<file path="config.mk">
export PLATFORM = sky130hd
export DESIGN_NAME = uart_rx_flat
export DESIGN_NICKNAME = d
export VERILOG_FILES = /design/src/rtl/uart_rx_if.sv /design/src/rtl/uart_rx.sv /design/src/flat_wrapper.sv
export SDC_FILE = /design/constraint.sdc
export NUM_CORES = 1
export LEC_CHECK = 0
export BUFFER_PORTS_ARGS = -buffer_cell sky130_fd_sc_hd__buf_4
export CAP_MARGIN = 10
export CORE_AREA = 2 2 57 59
export DETAILED_ROUTE_END_ITERATION = 7
export DIE_AREA = 0 0 59 61
export PLACE_DENSITY = 0.68
export SLEW_MARGIN = 5
export SYNTH_ARGS = -nofsm -noshare
export SYNTH_HDL_FRONTEND = slang
export SYNTH_SLANG_ARGS = --single-unit
export TNS_END_PERCENT = 30
</file>
<file path="constraint.sdc">
create_clock -name clk -period 2.9 [get_ports clk]
set_clock_uncertainty 0.05 [all_clocks]
set_input_delay 0.435 -clock clk [delete_from_list [all_inputs] [get_ports clk]]
set_output_delay 0.435 -clock clk [all_outputs]
set_load 0.005 [all_outputs]
</file>
<file path="src/rtl/uart_rx_if.sv">
// Serial receive bus for uart_rx: line and parity select in, received byte and status out.
interface uart_rx_if;
  logic       rx_in;
  logic [1:0] parity_type;
  logic [7:0] data_out;
  logic       data_valid;
  logic       parity_error;
  logic       framing_error;
  logic       busy;

  modport master (
    output rx_in, parity_type,
    input  data_out, data_valid, parity_error, framing_error, busy
  );

  modport slave (
    input  rx_in, parity_type,
    output data_out, data_valid, parity_error, framing_error, busy
  );
endinterface

</file>
<file path="src/rtl/uart_rx.sv">
// UART receiver: 8 data bits LSB first, optional odd/even parity, one stop bit.
// Define UART_RX_SYNC_EN to pass rx_in through a 2-flop synchronizer (+2 cycles latency).
module uart_rx #(
  parameter int CLKS_PER_BIT = 16
) (
  input logic       clk,
  input logic       rst,
  uart_rx_if.slave  bus
);

  localparam int CW = $clog2(CLKS_PER_BIT);
  localparam logic [CW-1:0] HALF_M1 = CW'(CLKS_PER_BIT / 2 - 1);
  localparam logic [CW-1:0] FULL_M1 = CW'(CLKS_PER_BIT - 1);

  typedef enum logic [2:0] {IDLE, START, DATA, PARITY, STOP} state_t;

  state_t        state, state_n;
  logic [CW-1:0] cnt;
  logic [2:0]    bit_cnt;
  logic          armed;
  logic [1:0]    ptype;
  logic [7:0]    shift_q;
  logic          par_bit;
  logic          rx_s;
  logic          start_det;
  logic          tick;
  logic          exp_par;

`ifdef UART_RX_SYNC_EN
  logic [1:0] sync_q;
  always_ff @(posedge clk) begin
    if (rst) sync_q <= 2'b11;
    else     sync_q <= {sync_q[0], bus.rx_in};
  end
  assign rx_s = sync_q[1];
`else
  assign rx_s = bus.rx_in;
`endif

  always_ff @(posedge clk) begin
    if (rst) state <= IDLE;
    // NOTE: all clocked state uses <= so every flop sees pre-edge values of its peers.
    else     state <= state_n;
  end

  // tick marks a sample edge: mid-start after half a bit, then every full bit.
  always_comb begin
    // NOTE: every output of this block gets a default first so no path can infer a latch.
    state_n   = state;
    start_det = 1'b0;
    tick      = 1'b0;
    case (state)
      IDLE: if (armed && !rx_s) begin
        state_n   = START;
        start_det = 1'b1;
      end
      START: if (cnt == HALF_M1) begin
        tick    = 1'b1;
        state_n = rx_s ? IDLE : DATA;
      end
      DATA: if (cnt == FULL_M1) begin
        tick = 1'b1;
        if (bit_cnt == 3'd7) state_n = (ptype != 2'b00) ? PARITY : STOP;
      end
      PARITY: if (cnt == FULL_M1) begin
        tick    = 1'b1;
        state_n = STOP;
      end
      STOP: if (cnt == FULL_M1) begin
        tick    = 1'b1;
        state_n = IDLE;
      end
      default: state_n = IDLE;
    endcase
  end

  always_ff @(posedge clk) begin
    if (rst) begin
      cnt     <= '0;
      bit_cnt <= '0;
      armed   <= 1'b0;
      ptype   <= 2'b00;
      shift_q <= 8'h00;
      par_bit <= 1'b0;
    end else begin
      cnt <= (state == IDLE || tick) ? '0 : cnt + 1'b1;
      if (start_det) begin
        armed   <= 1'b0;
        bit_cnt <= '0;
        ptype   <= bus.parity_type;
        par_bit <= 1'b0;
      end else if (state == IDLE && rx_s) begin
        armed <= 1'b1;
      end
      if (state == DATA && tick) begin
        shift_q <= {rx_s, shift_q[7:1]};
        bit_cnt <= bit_cnt + 1'b1;
      end
      if (state == PARITY && tick) par_bit <= rx_s;
    end
  end

  // Odd parity expects a 1 when the data popcount is even; even parity the reverse.
  assign exp_par = (ptype == 2'b10) ? ^shift_q : ~^shift_q;

  always_ff @(posedge clk) begin
    if (rst) begin
      bus.data_out      <= 8'h00;
      bus.data_valid    <= 1'b0;
      bus.parity_error  <= 1'b0;
      bus.framing_error <= 1'b0;
    end else begin
      bus.data_valid <= 1'b0;
      if (state == STOP && tick) begin
        bus.data_out      <= shift_q;
        bus.data_valid    <= 1'b1;
        bus.parity_error  <= (ptype == 2'b00) ? 1'b0 : (par_bit ^ exp_par);
        bus.framing_error <= ~rx_s;
      end
    end
  end

  assign bus.busy = (state != IDLE);

endmodule

</file>
<file path="src/flat_wrapper.sv">
// flat-port wrapper written by rule: the top's interface ports become plain ports
module uart_rx_flat 
#(
  parameter int CLKS_PER_BIT = 16
)
  (clk, rst, bus_rx_in, bus_parity_type, bus_data_out, bus_data_valid, bus_parity_error, bus_framing_error, bus_busy);
  uart_rx_if bus_i ();
  input logic clk;
  input logic rst;
  input wire logic [$bits(bus_i.rx_in)-1:0] bus_rx_in;
  input wire logic [$bits(bus_i.parity_type)-1:0] bus_parity_type;
  output wire logic [$bits(bus_i.data_out)-1:0] bus_data_out;
  output wire logic [$bits(bus_i.data_valid)-1:0] bus_data_valid;
  output wire logic [$bits(bus_i.parity_error)-1:0] bus_parity_error;
  output wire logic [$bits(bus_i.framing_error)-1:0] bus_framing_error;
  output wire logic [$bits(bus_i.busy)-1:0] bus_busy;
  assign bus_i.rx_in = bus_rx_in;
  assign bus_i.parity_type = bus_parity_type;
  assign bus_data_out = bus_i.data_out;
  assign bus_data_valid = bus_i.data_valid;
  assign bus_parity_error = bus_i.parity_error;
  assign bus_framing_error = bus_i.framing_error;
  assign bus_busy = bus_i.busy;
  uart_rx #(.CLKS_PER_BIT(CLKS_PER_BIT)) u_core (.clk(clk), .rst(rst), .bus(bus_i));
endmodule
</file>
==> reports/summary.md, run 1 <==
STA classifies the critical path startpoint as a flop. After the last flow step, the layout net total stands at 187. In this run the deepest clock path goes through 2 buffers.

The final RePlAce weighted congestion is 0.808, and the gate count after technology mapping is 165. The repair_antennas step left the layout with diodes totalling 0. In the final routed layout, each cell accounts on average for 12.2 um. The post-detailed-route count of antenna-violating nets came out at 0. The run finished with clean final reports. The worst hold path startpoint is bus_rx_in. The global-route wire length before repair was 4530 um; the number of buffers added by the clock tree synthesis step was 5.

Sequential elements use 46.1% of the synthesized area. Across all register-to-register paths, the minimum setup slack is 0.96 ns. In this run, distinct cell masters in the synthesized netlist total 32. Counting instances, the worst hold path has a depth of 2. The layout filler cell count was 285. The tools report the number of cell rows as 20. At the end of the flow the core is filled with cells to 55.2%.

The die span in x came out at 59 um. The number of design-rule violations left by the first detailed-router iteration is 58. The worst hold path terminates at u_core.bus.framing_error. In this run the clock root is driven by a clkbuf_4. The die is 61 um tall.

The synthesized netlist devotes 11.9% of its cell area to compound gates. The final critical path takes up 66.7% of the cycle. For this configuration, the core starts out at a cell density of 48.5%.

The tools report the number of max-slew violations in the final report as 0. Relative to the synthesized area, the layout overhead comes to 13.8%. The post-route netlist has 13.9% of its cells at a drive strength greater than 1.

The tools report the final hold violation count as 0. The endpoint identified for the worst register-to-register timing path is u_core.bit_cnt[1]. By area, the combinational part of the netlist is dominated by simple AND/OR/NAND/NOR gates. For this design, the CTS-stage hold fixing added 0 buffers.

At the pin with the least slew margin, the transition time is 0.665 ns. Entering global routing, the biggest net connects 30 pins. The number of top-level design ports is 17, and the worst-case headroom to the max-slew limit is 54.5%. In this run the number of H-tree levels came out at 2. The peak supply drop came out at 0.283 mV. After detailed routing, the number of vias per cell comes to 5.29. The core region is 0.00295 mm2. The average instance in the mapped netlist occupies 8.68 um2. Setup violations remaining at the end of the flow were counted as 0. Setup repair after global routing left no endpoint under its margin. For this run, the number of standard cells in the final layout without fillers is 213. Buffers placed on the I/O ports in this run total 16.

Detailed placer's ending HPWL: 1870 um. The run gives 0.985 ns as the worst setup slack before clock tree synthesis. The sequential standard cell area was 661 um2. The critical path in this run is classified as flop to flop. Total power for the finished layout comes to 0.882 mW. The tools report the leakage power as 0.634 nW.

After layout, the minimum clock period comes to 1.94 ns. The logs give 0.33 ns for the clock latency on the worst-skew pair and 0 for the number of violations of the max-capacitance limit. Element type at the critical path end: a flop.

The share of synthesized flip-flops with an asynchronous set or reset was 0%; the total cell area at the placement stage was 0.00155 mm2. The worst-path cell with the longest stage delay is and3_1. For the die area, the log shows 0.00360 mm2.

Once routing completed, OpenROAD measured the worst setup slack at 0.965 ns. Summing the areas of all xor and xnor instances in the mapped netlist gives 6.46% of the synthesized area. The routed layout has 1126 vias. The number of global-route vias before repair is 1039, and the setup TNS after final layout is 0 ns.

Walking the worst path, the cells encountered are ha_1, and3_1, and3_1, a21oi_1, a22oi_1, nor2_1. After detailed routing, the total wire length is 2610 um. For the aggregate global-route resource usage, the log shows 17.1%. The number of nets in the synthesized netlist is 173.

Summing all multi-input logic gate instances after layout gives 712 um2. Of the total synthesized cell area, the portion taken by full adders, half adders and majority gates is 2.62%. Clock-pin slew of the registers on the worst-case setup and hold paths: 0.10 ns. For this design, the sink count on the clock tree is 33.

In this design, the stage delay of the slowest critical-path cell is 0.51 ns. Dividing total power by cell area gives a power density of 541 mW/mm2. The DRC violations left came out at 0. TritonCTS built the clock tree. The critical-path maximum fanout works out to 10. The count of state elements after synthesis is 33.

Initial antenna violation count: 0. The cell repeated most along the worst path is and3_1. The synthesized netlist occupies a cell area of 0.00143 mm2. Minimum hold slack: 0.290 ns.

The logic depth of the worst register-to-register path was 6. The tools report the buffer count from post-CTS setup fixing as 0. The worst hold path belongs to the class primary input to flop. Final cell area excluding filler cells: 0.00163 mm2. Static timing analysis puts the maximum clock frequency at 0.517 GHz. The main flop type after synthesis is dfxtp_1. The global route total overflow is 0. STA puts the critical path data arrival time at 2.09 ns. For the detailed-routing iteration count for the pre-antenna-repair pass, the log shows 4. The tools report the beginning of the worst register-to-register path as u_core.cnt[0]. At the worst endpoint, the required time is 3.06 ns. The synthesized design contains 0 enable-type register cells.

The run gives 205 as the placed cell count. The share of cell area taken by muxes after synthesis was 6.99%. For this run, the number of Yosys warnings is 0.

After clock tree synthesis, the repair step resized 0 gates. Of the total synthesized cell area, the portion taken by AND, OR, NAND and NOR gates is 21.7%.
routing by layer:
metal	vias to the layer above	wire (um)	global-route usage [%]	share of wire, %
li1	587	-	-	-
met1	514	1230	20.4	47
met2	21	1220	27.9	47
met3	4	126	7.04	4.8
met4	0	34	6.17	1.3
met5	-	0	0	0
worst max path at each step:
stage,from,to,slack (ns),cells after the start
final,u_core.cnt[0],u_core.bit_cnt[1],0.96,6
after global routing,u_core.cnt[0],u_core.bit_cnt[2],0.79,6
after CTS,u_core.cnt[0],u_core.bit_cnt[1],0.95,6
after detailed placement,u_core.cnt[0],u_core.bit_cnt[1],0.98,6
after global placement,u_core.cnt[0],u_core.bit_cnt[0],1.10,6
after floorplan,u_core.cnt[0],u_core.bit_cnt[0],1.26,8
logic make-up (layout without fill, tap and decap cells):
| group | Yosys count | in the layout |
|---|---|---|
| multiplexers | 10 | 10 |
| XOR/XNOR | 9 | 9 |
| AO/OA/AOI/OAI | 30 | 30 |
| buffers and inverters | 12 | 27 |
| flip-flops | 33 | 33 |
| AND/OR/NAND/NOR | 68 | 68 |
| adder cells (fa/ha/maj) | 3 | 3 |
synth_stat cells (2+ instances only):
master    instances  area (um2)
dfxtp_1          33         661
nand2_1          27         101
nor2_1           22        82.6
a21oi_1          18        90.1
mux2i_1          10         100
nand3_1           7        35.0
xnor2_1           6        52.6
clkbuf_1          4        15.0
o21ai_0           4        20.0
buf_2             3        15.0
ha_1              3        37.5
inv_1             3        11.3
or3_1             3        18.8
a22oi_1           2        15.0
and3_1            2        12.5
xor2_1            2        17.5
placed cells by master, fill, tap and decap left out, drive strengths merged:
cell type	instances
bufinv	1
o311ai	1
a22oi	2
dfxtp	33
a2111oi	1
and2	1
nor2	22
and3	2
nor3b	2
mux2i	10
o31ai	1
o21bai	1
xor2	2
clkbuf	7
xnor3	1
o21ai	5
nand3	7
nor2b	2
nand4	1
ha	3
a211oi	1
nand2	27
buf	16
inv	3
xnor2	6
nor4b	1
or3	3
a21oi	18
worst max-delay path: cells and delay by family (launching register included):
family	cells	cell delay, ns
adder cells (fa/ha/maj)	1	0.22
flip-flops	1	0.36
AND/OR/NAND/NOR	3	0.85
AO/OA/AOI/OAI	2	0.33
cell type report:
class,count,area share (%)
sequential,33,40.5
inverter,3,0.691
clock inverter,1,1.84
clock buffer,7,3.38
multi-input combinational,120,43.7
tap,33,2.53
timing repair buffer,16,7.37
registers in the layout, summed over array words and instances (netlist names), 2 cells and up:
name and cells:
u_core.bit_cnt 3, u_core.bus.data_out 8, u_core.cnt 4, u_core.ptype 2
u_core.shift_q 8, u_core.state 3
where the power goes:
| group | leakage, nW | switching, mW | internal [mW] | total, mW |
|---|---|---|---|---|
| Combinational | 0.322 | 0.0337 | 0.0247 | 0.0584 |
| Clock | 0.0455 | 0.147 | 0.206 | 0.353 |
| Sequential | 0.266 | 0.0109 | 0.460 | 0.471 |
(Power assumes the default switching activity.)
==> run 2: changes to the inputs <==
--- a/config.mk
+++ b/config.mk
@@ -5,12 +5,13 @@
 export SDC_FILE = /design/constraint.sdc
 export NUM_CORES = 1
 export LEC_CHECK = 0
+export ABC_AREA = 1
 export BUFFER_PORTS_ARGS = -buffer_cell sky130_fd_sc_hd__buf_4
 export CAP_MARGIN = 10
-export CORE_AREA = 2 2 57 59
+export CORE_AREA = 2 2 58 60
 export DETAILED_ROUTE_END_ITERATION = 7
-export DIE_AREA = 0 0 59 61
-export PLACE_DENSITY = 0.68
+export DIE_AREA = 0 0 60 62
+export PLACE_DENSITY = 0.69
 export SLEW_MARGIN = 5
 export SYNTH_ARGS = -nofsm -noshare
 export SYNTH_HDL_FRONTEND = slang
==> constraint.sdc (replaced) <==
create_clock -name clk -period 2 [get_ports clk]
set_clock_uncertainty 0.05 [all_clocks]
set_input_delay 0.3 -clock clk [delete_from_list [all_inputs] [get_ports clk]]
set_output_delay 0.3 -clock clk [all_outputs]
set_load 0.005 [all_outputs]
==> run 2 against run 1 <==
Against the previous run: power is 55% higher; design area is 4.2% higher; global-route usage is 0.40 points higher; non-clock buffer count is 1 higher; wire length is 5.8% higher; worst setup slack worse by 0.62 ns; sequential cell count stayed put; utilization is 1.8 points lower; clock power is 5.9% lower; register-to-register slack worse by 0.62 ns; final cell count is 28% higher; fmax is 17% higher.
==> reports/summary.md, run 2 <==
The detailed router finished its first iteration with 46 violations. Leaving out fill and tap cells, the most frequent cell in the layout is nand2_1. The minimum clock period after layout is 1.65 ns. At the pin with the least slew margin, the transition time is 0.330 ns.

After layout, the worst path uses 82.6% of the clock period. The leakage power came out at 0.757 nW. The run gives 0 as the final hold violation count. The floorplan has 21 rows. STA puts the critical path data required time at 2.22 ns. For this run, the leading register cell type out of synthesis is dfxtp_1.

The worst-path cell with the longest stage delay was dfxtp_1. Using the TritonRoute via totals, the vias-per-cell ratio works out to 4.80. The average footprint of a synthesized cell is 7.24 um2.

The first global-routing pass estimated 4800 um of wire. The signal on the critical path passes through ha_1, nand2_1, nor2_1, inv_1, nand2_1, nand3b_1, nor2_1, o21ai_0, a21oi_1. Synthesis warning total: 0. For this run the aggregate overflow at the end of global routing stands at 0. The type of origin of the critical path is a flop. Clock-pin slew of the registers on the worst-case setup and hold paths: 0.09 ns. After synthesis, the most frequently instantiated cells are nand2_1 (48), dfxtp_1 (33), a21oi_1 (27). The number of hold buffers added after CTS was 0. Cells with a size suffix above 1 make up 15.5% of the layout. Counting distinct cell types in the post-synthesis netlist gives 25. The tightest min-delay check is of the primary input to flop type.

The CTS H-tree depth is 2, and the count of state elements after synthesis is 33. The tools report the final antenna diode count as 0. The run finished with clean final reports. At the later pin of the worst-skew pair, clock insertion delay measures 0.33 ns. Final RePlAce weighted congestion: 0.810. Entering global routing, the biggest net connects 20 pins.

Detailed placement ended at an HPWL of 2020 um. The cell sitting at the root of the clock tree is a clkbuf_4. Post-detailed-route count of antenna-violating nets: 0. The die area was 0.00372 mm2. After the last flow step, the layout net total stands at 235.

Post-CTS timing repair inserted 0 buffers for setup. The aggregate global-route resource usage came out at 17.5%. The path type of the worst setup path was flop to flop. In this run the most critical hold path is launched from bus_rx_in.

Among cell families on the critical path, the largest total delay comes from simple AND/OR/NAND/NOR gates. The synthesized design spends more area on one cell type than any other, namely dfxtp_1. The delay of the slowest cell on the worst path is 0.36 ns, and the gate count after technology mapping is 208.

The run gives 0 as the total of cells resized after clock tree synthesis. For this configuration, the core starts out at a cell density of 47.3%. In the post-synthesis netlist, the cell with the most instances is nand2_1.

The number of enable flip-flop cells after synthesis is 0, and the number of global-route vias before repair is 1147. Max-cap violations in this run came to 0. In this run the worst setup path begins at u_core.cnt[0]. The setup TNS after final layout is 0 ns. Setup repair after global routing left no endpoint under its margin. The initial antenna violation count is 0. The number of top-level design ports came out at 17. The number of buffers added by the clock tree synthesis step came out at 5. The final route contains 1305 vias. The tools report the total cell area at the placement stage as 0.00166 mm2. TritonCTS built the clock tree.

The pre-antenna-repair detailed-routing pass consisted of 4 iterations. Share of synthesized flip-flops with an asynchronous set or reset: 0%. For this run, the share of the core covered by cells in the final layout is 53.4%.

For flop-to-flop paths, the worst setup slack is 0.35 ns. On the final layout, the worst hold slack is 0.105 ns. Relative to the synthesized area, the layout overhead comes to 12.9%.

Dividing the detail-routed wire length by the instance count gives 10.1 um. The final layout contains routed wiring with a total length of 2760 um. After synthesis, flip-flops and latches occupy 43.9% of the total area. STA classifies the critical path endpoint as a flop. Along the worst path, the maximum fanout reaches 5. Counting every sink on the clock net gives 33. The number of max-slew violations in the final report is 0, and the number of input and output port buffers inserted is 16. The share of synthesized area in the top cell type comes to 43.9%. Yosys attributes the largest share of cell area to dfxtp_1 (44%), nand2_1 (12%), a21oi_1 (9.0%). Leaving out fill and tap cells, the most frequent cells in the layout are nand2_1 (48), dfxtp_1 (33), a21oi_1 (27). The number of buffers and inverters on the critical path was 1; the final number of setup-violating endpoints was 0. In this run the standard cell core region covers 0.00318 mm2. Across the VDD grid, the largest voltage drop is 0.481 mV. The die is 60 um wide. No sink is reached through more buffers than the 2 on the longest clock path. Dividing total power by cell area gives a power density of 805 mW/mm2. After routing the design area is 0.00170 mm2. Headroom to the max-slew limit came out at 78.0%. The data arrival time of the critical path was 1.87 ns; the area of the mapped netlist was 0.00151 mm2. The run gives 1.37 mW as the overall power of the completed layout. In this run the critical register-to-register path is launched from u_core.cnt[0].

Static timing analysis puts the maximum clock frequency at 0.605 GHz. In the final layout, the registers with the most flip-flops are u_core.bus.data_out: 8 flops, u_core.shift_q: 8 flops, u_core.cnt: 4 flops. In this run the vertical extent of the chip is 62 um.

Synthesis produced a netlist with a net count of 216. For this run, design rule violations remaining after detail routing come to 0.
==> run 2: cell count changes in the layout (fill, tap and decap cells not counted), sizes merged, moves of 3 or more <==
cell	before	now
nand2	27	52
nor2	22	18
or3	3	0
xnor2	6	1
o21ai	5	25
inv	3	27
a21oi	18	28
mux2i	10	0
==> run 2: final timing paths <==
check,to,cells after the start
max,u_core.state[0],9
min,u_core.bus.framing_error,2
max reg2reg,u_core.state[0],9
min reg2reg,u_core.cnt[0],1
==> run 2: area by class of cell <==
| type | count | area (um2) |
|---|---|---|
| clock buffer | 5 | 37.5 |
| clock inverter | 1 | 5.00 |
| tap | 46 | 57.6 |
| inverter | 27 | 104 |
| multi-input combinational | 143 | 707 |
| sequential | 33 | 661 |
| timing repair buffer | 17 | 128 |
| fill | 320 | 1480 |
==> run 2: cells by family (layout without fill, tap and decap cells) <==
| kind of cell | after synthesis | after routing | synth area share, % |
|---|---|---|---|
| buffers and inverters | 32 | 50 | 9.14 |
| XOR/XNOR | 2 | 2 | 1.16 |
| AO/OA/AOI/OAI | 55 | 55 | 18.9 |
| AND/OR/NAND/NOR | 83 | 83 | 24.4 |
| flip-flops | 33 | 33 | 43.9 |
| adder cells (fa/ha/maj) | 3 | 3 | 2.49 |
==> run 2: power breakdown <==
part	switching [mW]	total (mW)	internal, mW
logic	0.177	0.283	0.106
clock network	0.210	0.332	0.122
registers	0.0454	0.752	0.707
total	0.432	1.37	0.935
==> run 2: per-layer routing <==
| layer | GRT usage [%] | part of all wire [%] | vias to the layer above |
|---|---|---|---|
| li1 | - | - | 711 |
| met5 | 0 | 0 | - |
| met4 | 5.71 | 1.3 | 0 |
| met3 | 6.83 | 5.3 | 4 |
| met1 | 22.4 | 49 | 570 |
| met2 | 27.3 | 44 | 20 |
==> run 2: through the flow <==
stage	cells	setup WS (ns)
2_1_floorplan	208	0.534
3_3_place_gp	266	0.368
3_5_place_dp	266	0.369
4_1_cts	272	0.344
5_1_grt	272	0.102
6_report	272	0.348
==> run 3: changes to the inputs <==
--- a/config.mk
+++ b/config.mk
@@ -5,13 +5,13 @@
 export SDC_FILE = /design/constraint.sdc
 export NUM_CORES = 1
 export LEC_CHECK = 0
-export ABC_AREA = 1
+export ABC_AREA = 0
 export BUFFER_PORTS_ARGS = -buffer_cell sky130_fd_sc_hd__buf_4
 export CAP_MARGIN = 10
-export CORE_AREA = 2 2 58 60
+export CORE_AREA = 2 2 57 59
 export DETAILED_ROUTE_END_ITERATION = 7
-export DIE_AREA = 0 0 60 62
-export PLACE_DENSITY = 0.69
+export DIE_AREA = 0 0 59 61
+export PLACE_DENSITY = 0.71
 export SLEW_MARGIN = 5
 export SYNTH_ARGS = -nofsm -noshare
 export SYNTH_HDL_FRONTEND = slang
==> constraint.sdc (replaced) <==
create_clock -name clk -period 1.4 [get_ports clk]
set_clock_uncertainty 0.05 [all_clocks]
set_input_delay 0.21 -clock clk [delete_from_list [all_inputs] [get_ports clk]]
set_output_delay 0.21 -clock clk [all_outputs]
set_load 0.005 [all_outputs]
==> run 3 against run 2 <==
Against the previous run: the run now ends with setup timing left; global-route usage rose by 3.9 points; critical path type unchanged; worst hold slack lost 0.035 ns; utilization rose by 21 points; clock power increased by 88%; clock-buffer cell count grew 2; first-iteration DRC count increased by 130%; final cell count is 7.0% lower; die area shrank 3.3%; fmax shrank 2.0%.
==> reports/summary.md, run 3 (same netlist as run 1, synthesis figures left out) <==
The most common library cell in the layout ignoring fill and taps was buf_4. After detailed routing, the average wire length per cell comes to 17.9 um. Port buffering added 16 buffers. The minimum clock period after layout came out at 1.69 ns.

The flow ran to the end, but the final reports show violations. Derived from the worst setup path, the maximum achievable clock frequency is 0.593 GHz. The path class of the tightest hold or removal check is primary input to flop. For the met3 layer wire length in the routed design, the log shows 355 um. The logic depth of the worst register-to-register path is 6.

TritonCTS built the clock tree. The pre-antenna-repair detailed-routing pass consisted of 5 iterations. The peak supply drop is 0.582 mV. The die area came out at 0.00360 mm2. For the sequential cell fraction of total power, the log shows 50.1%. Grouping stages by cell kind, the critical path spends the most delay in compound AO/OA/AOI/OAI gates.

The run gives 191 as the layout filler cell count. Summed over all nets, the switching power comes to 0.520 mW. The number of antenna diodes in the final layout is 0. STA classifies the critical path endpoint as a flop. The worst setup path is launched from a flop.

The combinational group share of total power was 17.8%; the area growth from synthesis to final layout was 53.7%. The fraction of final layout cells sized beyond drive strength 1 is 49.5%, and the number of design-rule violations left by the first detailed-router iteration is 104. The tools report the wire length reported by the detailed router as 4540 um.

In this run the power density over the cells is 883 mW/mm2. The routed length on met1 came out at 1790 um. Setup repair after global routing could not meet its margin everywhere. After clock tree synthesis, the clock-pin slew on the worst setup and hold paths is 0.10 ns.

The setup check on the worst reg-to-reg path leaves a slack of -0.29 ns. The longest clock path from root to sink contains 2 buffers. The largest registers in the layout are u_core.bus.data_out: 8 flops, u_core.shift_q: 8 flops, u_core.cnt: 4 flops. The startpoint identified for the worst register-to-register timing path is u_core.cnt[0].

The checks that failed: setup timing. The initial antenna violation count came out at 0. The path type of the worst setup path was flop to flop. The number of instances on the worst hold path was 3; the internal power was 1.43 mW. For this block, the via count after detailed routing is 1465.

Before CTS, the worst setup slack after placement is -0.193 ns. The run gives 2 as the CTS H-tree depth. The data arrival time of the critical path was 1.85 ns; the die height was 61 um.

The highest layer touched by signal routing is met4. For the area of the core region, the log shows 0.00295 mm2. Data on the critical path is required at its endpoint by 1.56 ns.

The routed length on met2 was 2210 um. Leaving out fill and tap cells, the most frequent cells in the layout are buf_4 (41), dfxtp_1 (26), nand2_1 (23). Of all nets on the critical path, the largest fanout is 5. The tools report the worst-case headroom to the max-slew limit as 75.2%.

The worst hold path startpoint was bus_parity_type[1]. Of the available clock period, the critical path in the final layout requires 120%. Routability-driven placement finished with a final weighted congestion of 0.842.

The number of global-route vias before repair came out at 1250. The critical path goes through ha_4, nand2_1, o21ai_2, o31ai_4, o311ai_1, o21ai_1. The worst-margin pin slew was 0.372 ns. The run gives 0.00180 mm2 as the total cell area at the placement stage. The cell sitting at the root of the clock tree is a clkbuf_4.

The run gives 0 as the DRC violations left. Net switching is 26.7% of the power. Number of buffers and inverters on the critical path: 0. Global route total overflow: 0.

After detailed routing, the number of vias per cell comes to 5.79. The setup TNS after final layout came out at -2.07 ns. The path with the worst hold slack has its endpoint at u_core.ptype[1]. In this run the count of I/O pins placed on the die edge is 17. The number of hold buffers added after CTS was 0. The tools report the largest net degree at the start of global routing as 30.

The final cell area excluding filler cells is 0.00220 mm2, and the number of max-slew violations in the final report is 0. Setup violations remaining at the end of the flow were counted as 21. The first global-routing pass estimated 5560 um of wire.

For the worst-skew pair, the clock arrives at the later sink with an insertion delay of 0.35 ns. Once detail routing completed, the nets flagged for antenna violations numbered 0. The number of cell rows is 20, and the total clock sinks is 33. The aggregate global-route resource usage came out at 21.5%.

The delay of the slowest cell on the worst path was 0.37 ns. The endpoint identified for the worst register-to-register timing path is u_core.state[1]. The number of clock buffers added by TritonCTS is 5. The floorplan step set the die width to 59 um. Of the total power, the clock network draws 32.1%. The final worst slack came out at -0.285 ns. The net count of the finished layout is 227.

The detailed placer's ending HPWL came out at 2240 um. For this configuration, the core starts out at a cell density of 48.5%. In this run the static leakage power is 0.874 nW. The final hold violation count came out at 0.

Worst-path cell with the longest stage delay: dfxtp_2. The tool flagged a number of max-cap violations equal to 0.
run 3: how the worst max path moves through the flow:
stage,start,to,slack (ns),cells after the start
after floorplan,u_core.cnt[1],u_core.bit_cnt[2],-0.09,8
after global placement,u_core.shift_q[4],u_core.bus.parity_error,-0.16,5
after detailed placement,u_core.shift_q[4],u_core.bus.parity_error,-0.19,5
after CTS,u_core.state[0],bus_busy,-0.18,3
after global routing,u_core.cnt[0],u_core.state[1],-0.33,6
final,u_core.cnt[0],u_core.state[1],-0.29,6
run 3: timing repair:
item                                    in CTS  in global routing
gates cloned                                 1                  0
pin swaps                                    5                 18
resized for setup                           24                 40
buffers inserted                             4                  7
endpoints found under the setup margin      25                 32
run 3: power by group through the flow:
stage	logic (mW)	clock network, mW	registers, mW
floorplan	0.113	0	0.984
global placement	0.198	0	0.987
detailed placement	0.205	0	0.988
CTS	0.251	0.634	0.968
global route	0.362	0.680	0.976
finish	0.346	0.624	0.975
run 3: final cells by class:
type                       count  area [um2]  area share (%)
clock inverter                 1        5.00           0.227
tap                           33        41.3            1.88
timing repair buffer          55         465            21.1
sequential                    33         669            30.4
multi-input combinational    121         945            42.9
clock buffer                   7        65.1            2.95
inverter                       3        11.3           0.511
run 3: through the flow:
| step | util [%] | power [mW] | hold WS [ns] | cells |
|---|---|---|---|---|
| floorplan | - | 1.10 | 0.256 | 165 |
| global placement | 60.8 | 1.19 | 0.393 | 233 |
| detailed placement | 60.8 | 1.19 | 0.400 | 233 |
| CTS | 67.3 | 1.85 | 0.0673 | 246 |
| global route | 74.6 | 2.02 | 0.0757 | 253 |
| finish | 74.6 | 1.95 | 0.0703 | 253 |
run 3: layer usage:
layer / vias to the layer above / global-route usage, %
li1: 673 / -
met1: 698 / 25.3
met2: 71 / 34.3
met3: 23 / 8.74
met4: 0 / 10.1
met5: - / 0
run 3: worst reg2reg max path: stages, from the launching register on:
cell and delay [ns]:
dfxtp_2 0.37, ha_4 0.16, nand2_1 0.07, o21ai_2 0.25, o31ai_4 0.14, o311ai_1 0.37
o21ai_1 0.16
